<file path="src/rtl/shift_unit_pipe.sv">
// Pipelined barrel shifter (SLL/SRL/SRA) with valid/ready flow control, flush and a sideband tag.
// Define SHIFT_ROTATE_EN to add ROL (4'b1000) and ROR (4'b1001).
module shift_unit_pipe #(
    parameter int XLEN   = 32,
    parameter int STAGES = 2,
    parameter int TAG_W  = 5
) (
    input  logic              clk,
    input  logic              rst,
    input  logic              flush,
    input  logic              in_valid,
    output logic              in_ready,
    input  logic [XLEN-1:0]   rs1,
    input  logic [XLEN-1:0]   rs2,
    input  logic [3:0]        alu_ctrl,
    input  logic [TAG_W-1:0]  in_tag,
    output logic              out_valid,
    input  logic              out_ready,
    output logic [XLEN-1:0]   result_shift,
    output logic [TAG_W-1:0]  out_tag
);

    localparam int LEVELS = $clog2(XLEN);

    typedef enum logic [2:0] {
        OP_NONE = 3'd0,
        OP_SLL  = 3'd1,
        OP_SRL  = 3'd2,
        OP_SRA  = 3'd3,
        OP_ROL  = 3'd4,
        OP_ROR  = 3'd5
    } op_e;

    function automatic op_e decode_op(input logic [3:0] ctrl);
        op_e op;
        case (ctrl)
            4'b0101: op = OP_SLL;
            4'b0110: op = OP_SRL;
            4'b0111: op = OP_SRA;
`ifdef SHIFT_ROTATE_EN
            4'b1000: op = OP_ROL;
            4'b1001: op = OP_ROR;
`else
            4'b1000, 4'b1001: op = OP_NONE;
`endif
            default: op = OP_NONE;
        endcase
        return op;
    endfunction

    function automatic int lvl_lo(input int k);
        return (k * LEVELS) / STAGES;
    endfunction

    function automatic int lvl_hi(input int k);
        return ((k + 1) * LEVELS) / STAGES;
    endfunction

    // Applies the shift levels [lo, hi) selected by amt; each level moves by 2**level.
    function automatic logic [XLEN-1:0] shift_levels(
        input logic [XLEN-1:0]   val,
        input logic [LEVELS-1:0] amt,
        input op_e               op,
        input int                lo,
        input int                hi
    );
        logic [XLEN-1:0] r;
        int              n;
        r = val;
        for (int l = 0; l < LEVELS; l++) begin
            n = 32'sd1 << l;
            if (l >= lo && l < hi && amt[l]) begin
                case (op)
                    OP_SLL:  r = r << n;
                    OP_SRL:  r = r >> n;
                    OP_SRA:  r = $signed(r) >>> n;
`ifdef SHIFT_ROTATE_EN
                    OP_ROL:  r = (r << n) | (r >> (XLEN - n));
                    OP_ROR:  r = (r >> n) | (r << (XLEN - n));
`endif
                    default: r = r;
                endcase
            end else begin
                r = r;
            end
        end
        return r;
    endfunction

    logic [STAGES-1:0] vld_q, vld_d;
    logic [XLEN-1:0]   data_q  [STAGES];
    logic [XLEN-1:0]   data_d  [STAGES];
    logic [LEVELS-1:0] shamt_q [STAGES];
    logic [LEVELS-1:0] shamt_d [STAGES];
    op_e               op_q    [STAGES];
    op_e               op_d    [STAGES];
    logic [TAG_W-1:0]  tag_q   [STAGES];
    logic [TAG_W-1:0]  tag_d   [STAGES];

    logic [STAGES-1:0] stage_rdy_s;
    logic [STAGES-1:0] src_vld_s;
    logic [XLEN-1:0]   src_data_s  [STAGES];
    logic [LEVELS-1:0] src_shamt_s [STAGES];
    op_e               src_op_s    [STAGES];
    logic [TAG_W-1:0]  src_tag_s   [STAGES];
    op_e               in_op_s;
    logic              accept_s;
    logic              unused_rs2_s;
    logic              unused_tail_s;

    // A stage can take new content when it, or any stage downstream, is empty or the output drains.
    always_comb begin
        logic acc;
        acc         = out_ready;
        stage_rdy_s = '0;
        for (int k = STAGES - 1; k >= 0; k--) begin
            acc            = acc | ~vld_q[k];
            stage_rdy_s[k] = acc;
        end
    end

    assign in_ready = stage_rdy_s[0] & ~flush;
    assign accept_s = in_valid & in_ready;
    assign in_op_s  = decode_op(alu_ctrl);

    // Per-stage source: the input port for stage 0, the previous stage register otherwise.
    always_comb begin
        src_vld_s      = '0;
        src_vld_s[0]   = accept_s;
        src_data_s[0]  = (in_op_s == OP_NONE) ? '0 : rs1;
        src_shamt_s[0] = rs2[LEVELS-1:0];
        src_op_s[0]    = in_op_s;
        src_tag_s[0]   = in_tag;
        for (int k = 1; k < STAGES; k++) begin
            src_vld_s[k]   = vld_q[k-1];
            src_data_s[k]  = data_q[k-1];
            src_shamt_s[k] = shamt_q[k-1];
            src_op_s[k]    = op_q[k-1];
            src_tag_s[k]   = tag_q[k-1];
        end
    end

    // Next-state for every stage: flush kills, a ready stage loads its source, otherwise hold.
    always_comb begin
        vld_d = vld_q;
        for (int k = 0; k < STAGES; k++) begin
            data_d[k]  = data_q[k];
            shamt_d[k] = shamt_q[k];
            op_d[k]    = op_q[k];
            tag_d[k]   = tag_q[k];
            if (flush) begin
                vld_d[k] = 1'b0;
            end else if (stage_rdy_s[k]) begin
                vld_d[k] = src_vld_s[k];
            end else begin
                vld_d[k] = vld_q[k];
            end
            // Payload only moves with a valid op, so the output holds its last result otherwise.
            if (!flush && stage_rdy_s[k] && src_vld_s[k]) begin
                data_d[k]  = shift_levels(src_data_s[k], src_shamt_s[k], src_op_s[k],
                                          lvl_lo(k), lvl_hi(k));
                shamt_d[k] = src_shamt_s[k];
                op_d[k]    = src_op_s[k];
                tag_d[k]   = src_tag_s[k];
            end else begin
                data_d[k]  = data_q[k];
            end
        end
    end

    // Pipeline registers.
    always_ff @(posedge clk or posedge rst) begin
        if (rst) begin
            vld_q <= '0;
            for (int k = 0; k < STAGES; k++) begin
                data_q[k]  <= '0;
                shamt_q[k] <= '0;
                op_q[k]    <= OP_NONE;
                tag_q[k]   <= '0;
            end
        end else begin
            vld_q <= vld_d;
            for (int k = 0; k < STAGES; k++) begin
                data_q[k]  <= data_d[k];
                shamt_q[k] <= shamt_d[k];
                op_q[k]    <= op_d[k];
                tag_q[k]   <= tag_d[k];
            end
        end
    end

    assign out_valid     = vld_q[STAGES-1];
    assign result_shift  = data_q[STAGES-1];
    assign out_tag       = tag_q[STAGES-1];

    assign unused_rs2_s  = ^rs2[XLEN-1:LEVELS];
    assign unused_tail_s = ^{shamt_q[STAGES-1], op_q[STAGES-1]};

endmodule

</file>
<file path="config.mk">
export PLATFORM = sky130hd
export DESIGN_NAME = shift_unit_pipe
export DESIGN_NICKNAME = d
export VERILOG_FILES = /design/src/rtl/shift_unit_pipe.sv
export SDC_FILE = /design/constraint.sdc
export NUM_CORES = 1
export LEC_CHECK = 0
export BUFFER_PORTS_ARGS = -buffer_cell sky130_fd_sc_hd__buf_2
export CAP_MARGIN = 15
export CORE_MARGIN = 4
export CORE_UTILIZATION = 60
export DETAILED_ROUTE_END_ITERATION = 6
export PLACE_DENSITY = 0.88
export REMOVE_ABC_BUFFERS = 1
export SYNTH_ARGS = -nofsm -noshare
export SYNTH_HDL_FRONTEND = slang
export SYNTH_SLANG_ARGS = --single-unit
</file>
<file path="constraint.sdc">
create_clock -name clk -period 7.1 [get_ports clk]
set_input_delay 1.42 -clock clk [delete_from_list [all_inputs] [get_ports clk]]
set_output_delay 1.42 -clock clk [all_outputs]
set_load 0.02 [all_outputs]
</file>
== Yosys cells after proc, flatten, opt, wreduce, memory -nomap -nowiden ==
Cells that the tools add are included.

* Register bits after elaboration: 84
* Input bits: 78
* Output and inout bits: 39
* Word-level logic and storage cells: 48

* Equality and inequality tests: 9
* Muxes and demuxes: 16
* Bitwise gates (word level): 7
* Reductions and logical operators: 8

{| class="wikitable"
|+ Operators with widths
! cell !! number
|-
| 32-bit case mux with 3 select lines || 5
|-
| 32-bit 2-to-1 mux || 6
|-
| 3-bit by 2-bit == test with 1-bit output (second input constant) || 4
|-
| 4-bit by 3-bit == test with 1-bit output (second input constant) || 3
|-
| 3-bit by 1-bit == test with 1-bit output (second input constant) || 2
|-
| 2-bit case mux with 3 select lines || 1
|-
| 1-bit logical AND || 4
|-
| 1-bit 2-to-1 mux || 4
|-
| 2-bit nonzero test || 2
|-
| 3-bit zero test || 1
|-
| 1-bit NOT || 3
|-
| 1-bit AND || 2
|-
| 1-bit bitwise OR || 2
|-
| 1-bit zero test || 1
|}

== Longest topological paths before layout ==
* Word-level depth: 8
* Mapped depth: 9
* Mapped depth without buffers: 5

== Least setup slack after synthesis ==
Ideal clock, no wire load.

* Kind: input to output
* From: input port out_ready
* To: output port in_ready
* Arrival: 1910 ps
* Data required time: 5680 ps
* Path slack: 3770 ps
* Stages on the path: 2
* Path buffers: 0
* Path through: nor2b_1 a21oi_1

* Cells in the longest elaborated chain, start to end: 3

{| class="wikitable"
|+ RTL lines
! item !! RTL line !! text
|-
| from (decl) || 18 || <nowiki>input logic out_ready,</nowiki>
|-
| 1-bit bitwise OR (2 in series) || 117 || <nowiki>acc = acc | ~vld_q[k];</nowiki>
|-
| 1-bit AND || 122 || <nowiki>assign in_ready = stage_rdy_s[0] & ~flush;</nowiki>
|-
| to (decl) || 12 || <nowiki>output logic in_ready,</nowiki>
|}

Every way passes these cells.

== Worst setup path after layout ==
Same ends and word-level chain as after synthesis.

==> run metrics <==
Cell Area, Synth=6260 um^2; Synth area leader=dfrtp_1; CP cell instances=buf_2, nor2b_1, a21oi_1, buf_2; Final Skew=0.00915 ns; DP HPWL=roughly 12000 um; worst r2r dst=result_shift[28]$_DFFE_PP0P_; Via Count=6074; WHS Path Cells=2; top area cells in the synthesized netlist=dfrtp_1 (32%), o22ai_1 (4.9%), o21ai_0 (4.7%); DR iter-0 viols=between 600 and 700; clock share of power=a little under a quarter; Seq cells post-synth=81; count of warnings emitted by yosys=0; Final Instance Area=6620 um^2; Placed Area=6380 um^2; fraction of final layout cells sized beyond drive strength 1=19.4%; vias per cell=roughly 7; worst r2r src=shamt_q[7]$_DFFE_PP0P_; switching fraction of total power=a little under 40%; CTS resizes=0; hold_buf cts=0; clk_lat worst skew=between 0.3 and 0.4 ns; Post-synth EDFFs=0; Relative slew margins=23.7%; GRT Overall Usage=between 20% and 30%; failing checks=DRC; post-synth top area share=32.4%; total power divided by cell area=227 nW/um^2; final core occ=64.7%; Int Pwr=roughly 900 uW; Reg clk slew, reported paths=~0.09 ns; TritonCTS clock tree=built; CTS max path bufs=2; row count=37; port buffer count=~90; Pleak=2.72 nW; CP endpoint kind=primary output; Root Buffer=clkbuf_8; Fin. Hold Viols=0; distinct cell type count after synthesis=59; CP peak stage delay=0.28 ns; Worst Setup SP=out_ready; R2R Setup Slk=4.27 ns; H-Tree Level Count=3; postcts setup bufs=0; Worst Hold Class=flip-flop to flip-flop; final setup fails=0; gpl congestion=0.953; first-pass GRT wire length=27500 um; initial antenna violation count=0; Num CTS Buffers=9; Setup crit end=in_ready; Max-Cap Viols=0; status=complete, but fails checks; synth-to-layout area growth=5.74%; Sink Count=81; RSZ-0062 raised after global routing=false; DRC Markers=3; cells on worst reg2reg path=6; largest net degree at the start of global routing=82; Boundary Pins=about 120; Synth async-reset ratio=100%; CP startpoint kind=input port; Initial Util=61.2%; Ant. Diodes=0; Routed Antenna Nets=0; Crit path top cell by count=buf_2; die span in x=110 um; Seq/Total Area, Yosys=approximately a third; Reg power frac=a little over two fifths; final wirelength=17200 um; ys flop type=dfrtp_1; Post-Synthesis Cells=730; WL/cell=19.6 um; core area=10200 um^2; sw power=578 uW; Max FO, Critical Path=5; count leader, synth=dfrtp_1; critical path arrival=2.14 ns; syn avg cell area=8.58 um^2; Fin Setup TNS=0 ns; stages on the worst setup path=4; Die ar.=12100 um^2; synth cell count leaders=dfrtp_1 (81), nand2_1 (73), o21ai_0 (59); Worst Max-Slew Pin Slew=1.14 ns; Final Slew Violations=0; vias in the first global route=between 5000 and 6000; DP Worst Slack=3.53 ns; VDD IR-drop max=150 uV; fin crit period=3.56 ns; Worst Setup Path Type=input port to primary output; Slowest cell on crit path=nor2b_1; Final period util=50.1%; fmax=0.281 GHz; logic gate share of total power=between 30% and 40%; WP buf/inv=2; WP data required=5.68 ns; CP delay by family, top=buffers and inverters; GR Overflow Total=0; final worst slack=3.54 ns; die height=about 110 um; First-pass DRT Iterations=7; fin nets=816
area by class of cell:
type | count | area (um^2)
tap | 136 | 170
timing repair buffer | 97 | 533
multi-input combinational | 544 | 3670
clock buffer | 9 | 124
fill | 872 | 3610
inverter | 5 | 18.8
sequential | 81 | 2030
clock inverter | 7 | 76.3
worst min path at each step:
stage / start / to / slack (ns)
floorplan: src_tag_s[0]$_DFFE_PP0P_ / out_tag[0]$_DFFE_PP0P_ / 0.44
global placement: src_tag_s[0]$_DFFE_PP0P_ / out_tag[0]$_DFFE_PP0P_ / 0.45
detailed placement: src_tag_s[1]$_DFFE_PP0P_ / out_tag[1]$_DFFE_PP0P_ / 0.46
CTS: src_tag_s[1]$_DFFE_PP0P_ / out_tag[1]$_DFFE_PP0P_ / 0.47
global route: src_tag_s[2]$_DFFE_PP0P_ / out_tag[2]$_DFFE_PP0P_ / 0.50
finish: src_tag_s[3]$_DFFE_PP0P_ / out_tag[3]$_DFFE_PP0P_ / 0.48
power by group through the flow:
stage | clock, mW | combinational, mW | sequential [mW]
final | 0.343 | 0.516 | 0.643
after global routing | 0.366 | 0.563 | 0.652
after CTS | 0.346 | 0.510 | 0.639
after detailed placement | 0 | 0.508 | 0.648
after global placement | 0 | 0.494 | 0.643
after floorplan | 0 | 0.269 | 0.706
logic make-up (layout without fill, tap and decap cells):
| family | count (synthesis) | in the layout | synth area share, % |
|---|---|---|---|
| compound gates | 312 | 312 | 36.8 |
| buf+inv | 105 | 118 | 9.23 |
| flops | 81 | 81 | 32.4 |
| mux | 25 | 25 | 4.10 |
| simple gates | 207 | 207 | 17.5 |
layout by cell type, fill, tap and decap left out, types with 5 or more instances in the layout:
cell / instances
o221ai_1: 9
a21oi_1: 25
nand2b_1: 7
nand3_1: 10
clkbuf_8: 9
buf_4: 6
a2bb2oi_1: 13
o21ai_0: 59
o211ai_1: 7
o22ai_1: 49
mux2_2: 5
a221oi_2: 9
a221o_1: 8
and2_1: 34
dfrtp_1: 79
nor2_1: 25
nor2b_1: 14
nand2_1: 73
mux2i_1: 20
buf_2: 89
nor3b_1: 8
and3_1: 9
o22a_1: 31
a211o_1: 5
a22o_1: 6
a221oi_1: 27
o21a_1: 17
a22oi_1: 16
stage by stage:
| stage | total power [mW] | hold slack, ns | cells |
|---|---|---|---|
| final | 1.50 | 0.479 | 879 |
| after detailed placement | 1.16 | 0.461 | 861 |
| after CTS | 1.49 | 0.467 | 877 |
| after floorplan | 0.975 | 0.439 | 630 |
| after global routing | 1.58 | 0.498 | 879 |
| after global placement | 1.14 | 0.449 | 861 |
worst min-delay path, cell delays in order, from the launching register on:
cell and delay (ns):
dfrtp_1 0.35, nand2_1 0.05, nand2_1 0.05
layer usage:
| layer | share of wire [%] | global-route usage, % | wire length, um | vias to the layer above |
|---|---|---|---|---|
| met5 | 0 | 0 | 0 | - |
| met4 | 2.2 | 8.62 | 371 | 0 |
| met3 | 9.1 | 5.47 | 1570 | 34 |
| met2 | 46 | 45.1 | 7960 | 350 |
| met1 | 43 | 39.9 | 7340 | 2886 |
| li1 | - | - | - | 2804 |
state kept, by name (all words and copies together) (netlist names):
| name | flops |
|---|---|
| data_q | 32 |
| op_q | 2 |
| src_tag_s | 5 |
| out_tag | 5 |
| shamt_q | 3 |
| result_shift | 32 |
| vld_q | 2 |
Power figures use the tool's default switching activity.
